[src/rtl/mdio_master.sv]
// MDIO Clause 22 management station: free-running MDC divider
// plus a single read/write frame sequencer with start/done handshake.
module mdio_master #(
  parameter int CLK_DIV = 20
) (
  input  logic        clk,
  input  logic        rst,
  input  logic        start,
  input  logic        rdnwr,
  input  logic [4:0]  phy_addr,
  input  logic [4:0]  reg_addr,
  input  logic [15:0] wr_data,
  output logic        busy,
  output logic        done,
  output logic [15:0] rd_data,
  output logic        mdc,
  input  logic        mdio_i,
  output logic        mdio_o,
  output logic        mdio_t
);

  typedef enum logic [2:0] {
    S_IDLE,
    S_WAIT_FALL,
    S_PREAMBLE,
    S_HEADER,
    S_TA,
    S_DATA
  } state_t;

  localparam logic [7:0] DIV_LAST = 8'(CLK_DIV - 1);

  state_t      state, state_nxt;
  logic [7:0]  div_cnt;
  logic [5:0]  bit_cnt, bit_nxt, bit_inc;
  logic [4:0]  word_idx;
  logic [31:0] frame;
  logic [15:0] rx_sr;
  logic        rd_op;
  logic        tick, fall_ev, rise_ev, accept;
  logic        o_nxt, t_nxt, done_nxt;

  assign tick     = (div_cnt == DIV_LAST);
  assign fall_ev  = tick & mdc;
  assign rise_ev  = tick & ~mdc;
  assign busy     = (state != S_IDLE) | done;
  assign accept   = start & ~busy;
  assign bit_inc  = bit_cnt + 6'd1;
  // bits 32..63 map MSB-first onto frame[31:0]
  assign word_idx = ~bit_inc[4:0];

  always_comb begin
    state_nxt = state;
    bit_nxt   = bit_cnt;
    o_nxt     = mdio_o;
    t_nxt     = mdio_t;
    done_nxt  = 1'b0;
    unique case (state)
      S_IDLE: begin
        if (accept) state_nxt = S_WAIT_FALL;
      end
      S_WAIT_FALL: begin
        if (fall_ev) begin
          state_nxt = S_PREAMBLE;
          bit_nxt   = '0;
          o_nxt     = 1'b1;
          t_nxt     = 1'b1;
        end
      end
      default: begin
        if (fall_ev) begin
          if (bit_cnt == 6'd63) begin
            state_nxt = S_IDLE;
            o_nxt     = 1'b1;
            t_nxt     = 1'b0;
            done_nxt  = 1'b1;
          end else begin
            bit_nxt = bit_inc;
            o_nxt   = bit_inc[5] ? frame[word_idx] : 1'b1;
            t_nxt   = ~(rd_op & (bit_inc >= 6'd46));
            unique case (1'b1)
              bit_inc == 6'd32: state_nxt = S_HEADER;
              bit_inc == 6'd46: state_nxt = S_TA;
              bit_inc == 6'd48: state_nxt = S_DATA;
              default: ;
            endcase
          end
        end
      end
    endcase
  end

  always_ff @(posedge clk) begin
    if (rst) begin
      div_cnt <= '0;
      mdc     <= 1'b0;
      state   <= S_IDLE;
      bit_cnt <= '0;
      frame   <= '0;
      rx_sr   <= '0;
      rd_op   <= 1'b0;
      rd_data <= '0;
      mdio_o  <= 1'b1;
      mdio_t  <= 1'b0;
      done    <= 1'b0;
    end else begin
      div_cnt <= tick ? '0 : div_cnt + 8'd1;
      if (tick) mdc <= ~mdc;
      state   <= state_nxt;
      bit_cnt <= bit_nxt;
      mdio_o  <= o_nxt;
      mdio_t  <= t_nxt;
      done    <= done_nxt;
      // reads carry TA/data as ones so the released line idles high
      if (accept) begin
        rd_op <= rdnwr;
        frame <= {2'b01, rdnwr ? 2'b10 : 2'b01, phy_addr, reg_addr,
                  rdnwr ? 18'h3FFFF : {2'b10, wr_data}};
      end
      if (rise_ev && state == S_DATA) rx_sr <= {rx_sr[14:0], mdio_i};
      if (done_nxt && rd_op) rd_data <= rx_sr;
    end
  end

endmodule

[config.mk]
export PLATFORM = sky130hd
export DESIGN_NAME = mdio_master
export DESIGN_NICKNAME = d
export VERILOG_FILES = /design/src/rtl/mdio_master.sv
export SDC_FILE = /design/constraint.sdc
export NUM_CORES = 1
export LEC_CHECK = 0
export BUFFER_PORTS_ARGS = -buffer_cell sky130_fd_sc_hd__buf_2
export CAP_MARGIN = 25
export CORE_UTILIZATION = 52
export DETAILED_ROUTE_END_ITERATION = 12
export MAX_ROUTING_LAYER = met4
export PLACE_DENSITY = 0.84
export RECOVER_POWER = 100
export SLEW_MARGIN = 20
export SYNTH_ARGS = -nofsm -noshare
export SYNTH_HDL_FRONTEND = slang
export SYNTH_SLANG_ARGS = --single-unit
[constraint.sdc]
create_clock -name clk -period 4.75 [get_ports clk]
set_clock_uncertainty 0.2 [all_clocks]
set_input_delay 0 -clock clk [delete_from_list [all_inputs] [get_ports clk]]
set_output_delay 0 -clock clk [all_outputs]
set_load 0.1 [all_outputs]
==> flow_summary.html, run 1 <==
<table>
<tr><th>Metric</th><th>Value</th></tr>
<tr><th colspan="2">Power</th></tr>
<tr><td>IR Drop Worst-Case VDD</td><td>226 uV</td></tr>
<tr><td>Pwr dens</td><td>between 300 and 400 nW/um2</td></tr>
<tr><td>Static leakage</td><td>between 1.5 and 2 nW</td></tr>
<tr><th colspan="2">Floorplanning</th></tr>
<tr><td>Io pins</td><td>52</td></tr>
<tr><td>Die outline width</td><td>around 86 um</td></tr>
<tr><td>Area of the placeable core</td><td>roughly 6800 um2</td></tr>
<tr><td>Row Count</td><td>30</td></tr>
<tr><td>Chip Height</td><td>85.5 um</td></tr>
<tr><td>Starting density of the core</td><td>53.7%</td></tr>
<tr><td>Die ar.</td><td>7310 um2</td></tr>
<tr><th colspan="2">Timing</th></tr>
<tr><td>Slew @ Worst Pin</td><td>approximately 1.2 ns</td></tr>
<tr><td>Number of hold violations in the final report</td><td>0</td></tr>
<tr><td>Min Tclk post-route</td><td>between 3 and 4 ns</td></tr>
<tr><td>Slew HR</td><td>a little under a fifth</td></tr>
<tr><td>Fmax</td><td>0.268 GHz</td></tr>
<tr><td>Setup TNS</td><td>0 ns</td></tr>
<tr><td>Final clock period utilization by the worst path</td><td>about four fifths</td></tr>
<tr><td>Final setup vio count</td><td>0</td></tr>
<tr><td>Fin. max-slew vios</td><td>0</td></tr>
<tr><td>Post-route worst hold slack</td><td>approximately 0.099 ns</td></tr>
<tr><td>Final worst setup slack</td><td>between 1 and 1.5 ns</td></tr>
<tr><td>Setup repair after global routing missed its margin</td><td>no</td></tr>
<tr><th colspan="2">Clock network</th></tr>
<tr><td>TritonCTS buffer count</td><td>9</td></tr>
<tr><td>Sinks on Clock Net</td><td>82</td></tr>
<tr><td>Post-CTS Hold Buffers</td><td>44</td></tr>
<tr><td>Clock tree from TritonCTS</td><td>done</td></tr>
<tr><td>CTS clk-pin slew, worst paths</td><td>about 0.090 ns</td></tr>
<tr><td>Root buffer selected by CTS</td><td>clkbuf_8</td></tr>
<tr><td>H-tree depth reported by CTS</td><td>3</td></tr>
<tr><td>Setup repair bufs after CTS</td><td>0</td></tr>
<tr><td>Insertion delay to the later sink of the worst-skew pair</td><td>between 0.3 and 0.4 ns</td></tr>
<tr><td>Maximum buffer depth of the clock tree</td><td>2</td></tr>
<tr><td>Count of cells resized by post-cts repair</td><td>0</td></tr>
<tr><th colspan="2">Critical path</th></tr>
<tr><td>R2R depth</td><td>6</td></tr>
<tr><td>Critical path data arrival time</td><td>~3.8 ns</td></tr>
<tr><td>Capturing element type of the critical path</td><td>flip-flop</td></tr>
<tr><td>Startpoint type of the worst setup path</td><td>flip-flop</td></tr>
<tr><td>Data required, critical path</td><td>between 4 and 5 ns</td></tr>
<tr><td>Worst setup path class</td><td>reg2reg</td></tr>
<tr><td>Maximum fanout along the worst path</td><td>16</td></tr>
<tr><th colspan="2">Finish</th></tr>
<tr><td>Finished Core Util</td><td>between 60% and 70%</td></tr>
<tr><td>Antenna diode count</td><td>0</td></tr>
<tr><td>Ratio of cells with drive above 1 in the final layout</td><td>11.0%</td></tr>
<tr><td>Total number of nets in the final design</td><td>between 500 and 600</td></tr>
<tr><td>Number of non-filler instances in the completed layout</td><td>around 570</td></tr>
<tr><td>Synthesis-to-layout area growth</td><td>23.3%</td></tr>
<tr><th colspan="2">Logic synthesis</th></tr>
<tr><td>Mapped Nets</td><td>between 400 and 500</td></tr>
<tr><td>Instance count of the mapped netlist</td><td>400</td></tr>
<tr><td>Synth Area in Compound Gates</td><td>around 7.3%</td></tr>
<tr><td>Synth warn</td><td>0</td></tr>
<tr><td>Dominant combinational cell family by area after synthesis</td><td>simple AND/OR/NAND/NOR gates</td></tr>
<tr><td>Cell type with the largest total area after synthesis</td><td>dfxtp_1</td></tr>
<tr><td>Cell area after synthesis</td><td>between 3000 and 4000 um2</td></tr>
<tr><td>Yosys top cell area share</td><td>45.3%</td></tr>
<tr><td>Post-Synthesis Mean Instance Area</td><td>9.06 um2</td></tr>
<tr><td>Post-Synth Adder-Cell Area</td><td>under 10%</td></tr>
<tr><td>Share of synthesized registers carrying an async set or reset</td><td>0%</td></tr>
<tr><td>Register area share after synthesis</td><td>45.3%</td></tr>
<tr><td>Dominant cell by count in the synthesized netlist</td><td>dfxtp_1</td></tr>
<tr><td>Simple-Gate Fraction of Synth Area</td><td>between 20% and 30%</td></tr>
<tr><td>Post-synth EDFFs</td><td>0</td></tr>
<tr><td>Flip-flop cell with the highest count after synthesis</td><td>dfxtp_1</td></tr>
<tr><td>Parity-gate share of the synthesized area counting xor and xnor cells</td><td>3.35%</td></tr>
<tr><td>Multiplexer share of the synthesized area</td><td>about 15%</td></tr>
<tr><td>Top cells by count, synth</td><td>82 x dfxtp_1, 70 x nor2_1, 35 x nor3_1</td></tr>
<tr><td>Yosys cell types</td><td>49</td></tr>
<tr><td>Main area contributors after synthesis</td><td>dfxtp_1 45%, mux2i_1 9.4%, nor2_1 7.2%</td></tr>
<tr><td>Register bit count reported by yosys</td><td>82</td></tr>
<tr><th colspan="2">Global route</th></tr>
<tr><td>Total routing usage reported by global routing</td><td>between 20% and 30%</td></tr>
<tr><td>Wire length of the first global-routing pass</td><td>roughly 15000 um</td></tr>
<tr><td>Vias in the first global route</td><td>between 3k and 4k</td></tr>
<tr><td>Remaining Overflow, GRT</td><td>0</td></tr>
<tr><td>Maximum number of pins on one net before global-route repair</td><td>just under 80</td></tr>
<tr><td>Number of antenna violations at the first check in global routing</td><td>0</td></tr>
<tr><th colspan="2">Place</th></tr>
<tr><td>Number of buffer cells added on primary ports</td><td>51</td></tr>
<tr><td>Post-detail-place hpwl</td><td>between 5000 and 6000 um</td></tr>
<tr><td>Placed cells</td><td>508</td></tr>
<tr><td>Worst slack, placed</td><td>~1.5 ns</td></tr>
<tr><td>Routability congestion estimate from global placement</td><td>0.930</td></tr>
<tr><th colspan="2">Route</th></tr>
<tr><td>Amount of wire on met3 after detailed routing</td><td>slightly below 500 um</td></tr>
<tr><td>Vias</td><td>3335</td></tr>
<tr><td>DRT Pass-1 Iters</td><td>5</td></tr>
<tr><td>Via density</td><td>just under 6</td></tr>
<tr><td>Detailed Route WL</td><td>between 8000 and 9000 um</td></tr>
<tr><td>Number of remaining DRC errors</td><td>0</td></tr>
<tr><td>Antenna Nets Post-Route</td><td>0</td></tr>
<tr><td>Amount of wire on met2 after detailed routing</td><td>between 4000 and 5000 um</td></tr>
<tr><td>DRT met1 WL</td><td>3800 um</td></tr>
<tr><td>Max Used Layer</td><td>met4</td></tr>
<tr><td>Routed length per instance</td><td>15.7 um</td></tr>
<tr><td>Detailed Route Iter0 Violations</td><td>approximately 310</td></tr>
<tr><th colspan="2">Worst hold path</th></tr>
<tr><td>Cell depth of the worst hold path</td><td>3</td></tr>
<tr><td>Hold Path Class</td><td>in2reg</td></tr>
<tr><th colspan="2">Status</th></tr>
<tr><td>Result of the run</td><td>finished, final reports clean</td></tr>
<tr><th colspan="2">Run</th></tr>
<tr><td>MaxCap Viol Count</td><td>0</td></tr>
</table>
stage by stage:
stage	area [um2]	power, W
3_5_place_dp	3880	0.000990
6_report	4470	0.00151
5_1_grt	4470	0.00157
2_1_floorplan	3630	0.000939
4_1_cts	4510	0.00150
3_3_place_gp	3880	0.000982
final cells by class:
cell class              instances  area, um2
flip-flops and latches         82       1640
fillers                       531       2280
inverters                       5       18.8
multi-input cells             289       1840
well taps                      80        100
clock buffers                  10        138
repair buffers                 97        681
clock inverters                 6       48.8
cells in the final DEF, fill, tap and decap left out, types with 3 or more instances in the layout:
| master | count |
|---|---|
| dlygate4sd3_1 | 44 |
| clkbuf_1 | 22 |
| o21ai_0 | 6 |
| nor2_1 | 71 |
| xnor2_1 | 5 |
| mux2i_1 | 34 |
| inv_1 | 5 |
| mux4_1 | 6 |
| ha_1 | 3 |
| or2_2 | 3 |
| nand4_1 | 5 |
| nand2_1 | 34 |
| a21oi_1 | 22 |
| buf_2 | 30 |
| nor3b_1 | 4 |
| clkbuf_8 | 10 |
| nor4b_1 | 3 |
| or3_1 | 3 |
| nand3_1 | 12 |
| and3_1 | 5 |
| dfxtp_1 | 82 |
| nor3_1 | 35 |
| xor2_1 | 8 |
| nand2b_1 | 5 |
per-layer routing:
layer / GRT usage [%] / vias to the layer above
li1: - / 1572
met1: 31.8 / 1597
met2: 41.2 / 132
met3: 5.00 / 34
met4: 15.8 / 0
met5: - / -
kinds of logic (layout without fill, tap and decap cells):
family	count (synthesis)	after routing
buffers and inverters	29	118
adder cells (fa/ha/maj)	3	3
flip-flops	82	82
XOR/XNOR	13	13
AND/OR/NAND/NOR	189	189
AO/OA/AOI/OAI	42	42
multiplexers	42	42
report_power, final:
group / switching [W] / internal [W]
sequential: 0.0000336 / 0.000734
clock: 0.000274 / 0.000209
combinational: 0.000152 / 0.000103
worst paths after layout:
check | slack [ns] | to | start
worst max-delay path | 1.01 | rd_data[14]$_SDFFE_PP0P_ | bit_cnt[0]$_SDFFE_PP0P_
worst max register to register | 1.01 | rd_data[14]$_SDFFE_PP0P_ | bit_cnt[0]$_SDFFE_PP0P_
worst min-delay path | 0.1 | rx_sr[2]$_SDFFE_PP0P_ | rst
worst min register to register | 0.26 | frame[19]$_SDFFE_PP0P_ | frame[19]$_SDFFE_PP0P_
critical path: stages (launching register included):
cell	delay [ns]
dfxtp_1	0.79
ha_1	0.50
nand2_1	0.19
nor2_1	0.41
nand4_1	0.98
mux2i_1	0.45
nor2_1	0.07
sequential cells by signal, indices dropped and copies added, names as in the netlist:
register,count
frame,29
rd_data,16
rx_sr,16
div_cnt,8
bit_cnt,6
state,3
done,1
mdc,1
mdio_o,1
mdio_t,1
(Power assumes the default switching activity.)
==> inputs of run 2 (changes only) <==
ABC_AREA = 1   (was unset)
PLACE_DENSITY = 0.83   (was 0.84)
clock period = 3.5 ns   (was 4.75 ns; I/O delays follow)
==> run 2 against run 1 <==
Net effect: via count is 3.5% higher; area after synthesis up 0.45%; first-iteration DRC count shrank 15%; clock power increased by 46%; sequential power rose by 34%; worst setup slack got worse by 0.55 ns; critical path depth is 3 higher; clock-buffer cell count decreased by 1; global-route usage is 0.13 points lower; wire length is 2.3% lower; cell count increased by 15%.
==> flow_summary.html, run 2 <==
<table>
<tr><th>Metric</th><th>Value</th></tr>
<tr><th colspan="2">Finish</th></tr>
<tr><td>Total number of nets in the final design</td><td>589 (+14%)</td></tr>
<tr><td>Antenna diode count</td><td>0 (unchanged)</td></tr>
<tr><td>Seq. cell area</td><td>1640 um2 (unchanged)</td></tr>
<tr><td>Synthesis-to-layout area growth</td><td>23.5%</td></tr>
<tr><td>Max FFs per register</td><td>29 (unchanged)</td></tr>
<tr><td>Ratio of cells with drive above 1 in the final layout</td><td>12.9% (+1.8 points)</td></tr>
<tr><td>Commonest cells after routing, fill and taps aside</td><td>82 x dfxtp_1, 70 x nor2_1, 61 x inv_1</td></tr>
<tr><td>Register name with the most flops</td><td>frame</td></tr>
<tr><td>Most common cell after layout, fill and taps aside</td><td>dfxtp_1</td></tr>
<tr><td>Largest registers in the final layout</td><td>frame x29, rd_data x16, rx_sr x16</td></tr>
<tr><td>Multi-input gate area</td><td>1600 um2 (-13%)</td></tr>
<tr><td>Fillers</td><td>536 (+0.94%)</td></tr>
<tr><th colspan="2">Run</th></tr>
<tr><td>MaxCap Viol Count</td><td>0 (unchanged)</td></tr>
<tr><th colspan="2">Critical path</th></tr>
<tr><td>Capturing element type of the critical path</td><td>flip-flop</td></tr>
<tr><td>CP Depth</td><td>9 (+3)</td></tr>
<tr><td>Register-to-register setup slack</td><td>0.46 ns (-0.55 ns)</td></tr>
<tr><td>Endpoint of the worst register-to-register path</td><td>rd_data[13]$_SDFFE_PP0P_</td></tr>
<tr><td>Critical path destination</td><td>rd_data[13]$_SDFFE_PP0P_</td></tr>
<tr><td>CP most frequent cell</td><td>nor2_1</td></tr>
<tr><td>Slowest Stage Delay on Critical Path</td><td>0.70 ns (-0.28 ns)</td></tr>
<tr><td>Total buffers and inverters traversed by the critical path</td><td>0 (unchanged)</td></tr>
<tr><td>Maximum fanout along the worst path</td><td>32 (+16)</td></tr>
<tr><td>Critical path data arrival time</td><td>3.14 ns (-0.63 ns)</td></tr>
<tr><td>Largest delay share family, worst path</td><td>simple AND/OR/NAND/NOR gates</td></tr>
<tr><td>Startpoint type of the worst setup path</td><td>flip-flop</td></tr>
<tr><td>Crit Reg-Reg Startpoint</td><td>bit_cnt[0]$_SDFFE_PP0P_</td></tr>
<tr><td>Worst setup startpoint</td><td>bit_cnt[0]$_SDFFE_PP0P_</td></tr>
<tr><td>R2R depth</td><td>9 (+3)</td></tr>
<tr><td>Slowest CP cell</td><td>dfxtp_1</td></tr>
<tr><td>Worst setup path class</td><td>reg2reg</td></tr>
<tr><td>Data required, critical path</td><td>3.60 ns (-1.18 ns)</td></tr>
<tr><td>Cells traversed along the worst timing path</td><td>ha_1 -&gt; nand2_1 -&gt; nor2_1 -&gt; nand2_4 -&gt; nor2_1 -&gt; nand3_1 -&gt; nor2_8 -&gt; o21ai_0 -&gt; a21oi_2</td></tr>
<tr><th colspan="2">Timing</th></tr>
<tr><td>Final setup vio count</td><td>0 (unchanged)</td></tr>
<tr><td>Slew HR</td><td>14.9% (-4.3 points)</td></tr>
<tr><td>Fmax</td><td>0.329 GHz (+23%)</td></tr>
<tr><td>Slew @ Worst Pin</td><td>1.28 ns (+0.0595 ns)</td></tr>
<tr><td>Setup TNS</td><td>0 ns (unchanged)</td></tr>
<tr><td>Final worst setup slack</td><td>0.461 ns (-0.552 ns)</td></tr>
<tr><td>Number of hold violations in the final report</td><td>0 (unchanged)</td></tr>
<tr><td>Setup repair after global routing missed its margin</td><td>no</td></tr>
<tr><td>Fin. max-slew vios</td><td>0 (unchanged)</td></tr>
<tr><td>Final clock period utilization by the worst path</td><td>86.8% (+8.2 points)</td></tr>
<tr><td>Min Tclk post-route</td><td>3.04 ns (-0.698 ns)</td></tr>
<tr><th colspan="2">Global route</th></tr>
<tr><td>Wire length of the first global-routing pass</td><td>14700 um (+1.0%)</td></tr>
<tr><td>Vias in the first global route</td><td>3203 (+3.6%)</td></tr>
<tr><td>Number of antenna violations at the first check in global routing</td><td>0 (unchanged)</td></tr>
<tr><td>Remaining Overflow, GRT</td><td>0 (unchanged)</td></tr>
<tr><td>Total routing usage reported by global routing</td><td>26.2% (-0.13 points)</td></tr>
<tr><td>Maximum number of pins on one net before global-route repair</td><td>47 (-40%)</td></tr>
<tr><th colspan="2">Logic synthesis</th></tr>
<tr><td>Register bit count reported by yosys</td><td>82 (unchanged)</td></tr>
<tr><td>Post-Synthesis Mean Instance Area</td><td>7.75 um2 (-15%)</td></tr>
<tr><td>Synth warn</td><td>0 (unchanged)</td></tr>
<tr><td>Flip-flop cell with the highest count after synthesis</td><td>dfxtp_1</td></tr>
<tr><td>Yosys top cell area share</td><td>45.1% (-0.20 points)</td></tr>
<tr><td>Post-synth EDFFs</td><td>0 (unchanged)</td></tr>
<tr><td>Main area contributors after synthesis</td><td>dfxtp_1 45%, nor2_1 7.0%, inv_1 6.3%</td></tr>
<tr><td>Share of synthesized registers carrying an async set or reset</td><td>0% (unchanged)</td></tr>
<tr><td>Top cells by count, synth</td><td>82 x dfxtp_1, 68 x nor2_1, 61 x inv_1</td></tr>
<tr><td>Mapped Nets</td><td>504 (+16%)</td></tr>
<tr><td>Register area share after synthesis</td><td>45.1% (-0.20 points)</td></tr>
<tr><td>Cell area after synthesis</td><td>3640 um2 (+0.45%)</td></tr>
<tr><td>Yosys cell types</td><td>35 (-29%)</td></tr>
<tr><td>Dominant cell by count in the synthesized netlist</td><td>dfxtp_1</td></tr>
<tr><td>Instance count of the mapped netlist</td><td>470 (+18%)</td></tr>
<tr><td>Cell type with the largest total area after synthesis</td><td>dfxtp_1</td></tr>
<tr><th colspan="2">Power</th></tr>
<tr><td>IR Drop Worst-Case VDD</td><td>278 uV (+23%)</td></tr>
<tr><td>Total power consumption of the routed design</td><td>0.00208 W (+38%)</td></tr>
<tr><td>Pwr dens</td><td>463 nW/um2 (+37%)</td></tr>
<tr><td>Static leakage</td><td>1.86 nW (+1.1%)</td></tr>
<tr><th colspan="2">Route</th></tr>
<tr><td>Via density</td><td>5.26 (-10%)</td></tr>
<tr><td>Routed length per instance</td><td>13.3 um (-15%)</td></tr>
<tr><td>Antenna Nets Post-Route</td><td>0 (unchanged)</td></tr>
<tr><td>Vias</td><td>3451 (+3.5%)</td></tr>
<tr><td>Detailed Route Iter0 Violations</td><td>259 (-15%)</td></tr>
<tr><td>DRT Pass-1 Iters</td><td>6 (+1)</td></tr>
<tr><td>Detailed Route WL</td><td>8730 um (-2.3%)</td></tr>
<tr><td>Number of remaining DRC errors</td><td>0 (unchanged)</td></tr>
<tr><th colspan="2">Status</th></tr>
<tr><td>Result of the run</td><td>finished, final reports clean</td></tr>
<tr><th colspan="2">Clock network</th></tr>
<tr><td>Root buffer selected by CTS</td><td>clkbuf_8</td></tr>
<tr><td>H-tree depth reported by CTS</td><td>3 (unchanged)</td></tr>
<tr><td>Maximum buffer depth of the clock tree</td><td>2 (unchanged)</td></tr>
<tr><td>Insertion delay to the later sink of the worst-skew pair</td><td>0.37 ns (about the same)</td></tr>
<tr><td>CTS clk-pin slew, worst paths</td><td>0.09 ns (about the same)</td></tr>
<tr><td>Count of cells resized by post-cts repair</td><td>0 (unchanged)</td></tr>
<tr><td>Clock tree from TritonCTS</td><td>done</td></tr>
<tr><td>TritonCTS buffer count</td><td>9 (unchanged)</td></tr>
<tr><td>Sinks on Clock Net</td><td>82 (unchanged)</td></tr>
<tr><th colspan="2">Place</th></tr>
<tr><td>Worst slack, placed</td><td>0.950 ns (-0.549 ns)</td></tr>
<tr><td>Post-detail-place hpwl</td><td>5180 um (+3.1%)</td></tr>
<tr><td>Number of buffer cells added on primary ports</td><td>51 (unchanged)</td></tr>
<tr><td>Routability congestion estimate from global placement</td><td>0.884 (-5.0%)</td></tr>
<tr><th colspan="2">Floorplanning</th></tr>
<tr><td>Die ar.</td><td>7340 um2 (+0.43%)</td></tr>
<tr><td>Starting density of the core</td><td>53.6% (-0.057 points)</td></tr>
<tr><td>Die outline width</td><td>85.7 um (+0.22%)</td></tr>
<tr><td>Chip Height</td><td>85.7 um (+0.22%)</td></tr>
<tr><td>Io pins</td><td>52 (unchanged)</td></tr>
<tr><td>Area of the placeable core</td><td>6790 um2 (+0.56%)</td></tr>
<tr><td>Row Count</td><td>30 (unchanged)</td></tr>
<tr><th colspan="2">Worst hold path</th></tr>
<tr><td>Hold Path Class</td><td>in2reg</td></tr>
</table>
==> run 2: cell types whose count changed in the layout (fill, tap and decap cells not counted), sizes merged, moves of 6 or more <==
cell,delta
nor3,-24
o21ai,+39
mux2i,-34
a21oi,+34
inv,+58
xor2,-6
mux4,-8
nand3,+12
a211oi,+23
==> run 2: logic make-up after synthesis <==
logic type | share of synthesized area (%)
buffers and inverters | 9.93
flip-flops | 45.1
AND/OR/NAND/NOR | 20.0
XOR/XNOR | 0.722
adder cells (fa/ha/maj) | 1.03
AO/OA/AOI/OAI | 23.3
==> run 2: cell type report <==
type,count,area share (%)
inverter,63,5.26
timing repair buffer,100,15.5
multi-input combinational,299,35.6
tap,96,2.67
clock inverter,7,1.70
clock buffer,9,2.75
sequential,82,36.5
==> run 2: worst min-delay path: cells and delay by family <==
| family | cells | cell delay (ns) |
|---|---|---|
| buffers and inverters | 1 | 0.10 |
| AO/OA/AOI/OAI | 1 | 0.14 |
| AND/OR/NAND/NOR | 1 | 0.47 |
==> run 2: report_power, final <==
group / total (W) / leakage, nW / internal (W) / switching [W]
clock network: 0.000708 / 0.0962 / 0.000334 / 0.000374
registers: 0.00103 / 0.668 / 0.000997 / 0.0000284
logic: 0.000350 / 1.10 / 0.000134 / 0.000216
total: 0.00208 / 1.86 / 0.00147 / 0.000618
==> run 2: how the worst min path moves through the flow <==
stage | cells past startpoint | endpoint | from
finish | 3 | frame[26]$_SDFFE_PP0P_ | start
global route | 4 | frame[26]$_SDFFE_PP0P_ | phy_addr[3]
CTS | 3 | frame[17]$_SDFFE_PP0P_ | start
detailed placement | 3 | frame[26]$_SDFFE_PP0P_ | phy_addr[3]
global placement | 3 | frame[23]$_SDFFE_PP0P_ | phy_addr[0]
floorplan | 2 | rx_sr[0]$_SDFFE_PP0P_ | mdio_i
==> run 2: what timing repair did <==
item | CTS | global route
endpoints found under the hold margin | 37 | 0
setup buffers | 0 | 0
hold buffers | 45 | 0
==> run 2: per-layer routing <==
layer  share of wire, %  global-route usage [%]  up-vias
met5                  0                       -        -
met2                 48                    41.3      106
met3                4.6                    5.77       34
met4                3.2                    13.2        0
li1                   -                       -     1734
met1                 44                    31.7     1577
==> run 2: metrics by stage <==
step | utilization, % | cells | hold slack (ns) | area [um2]
after floorplan | - | 470 | -0.0241 | 3640
after detailed placement | 57.8 | 595 | 0.0890 | 3930
after CTS | 67.4 | 656 | 0.172 | 4580
final | 66.2 | 656 | 0.195 | 4500
after global routing | 66.2 | 656 | 0.254 | 4500
after global placement | 57.8 | 595 | 0.0782 | 3930
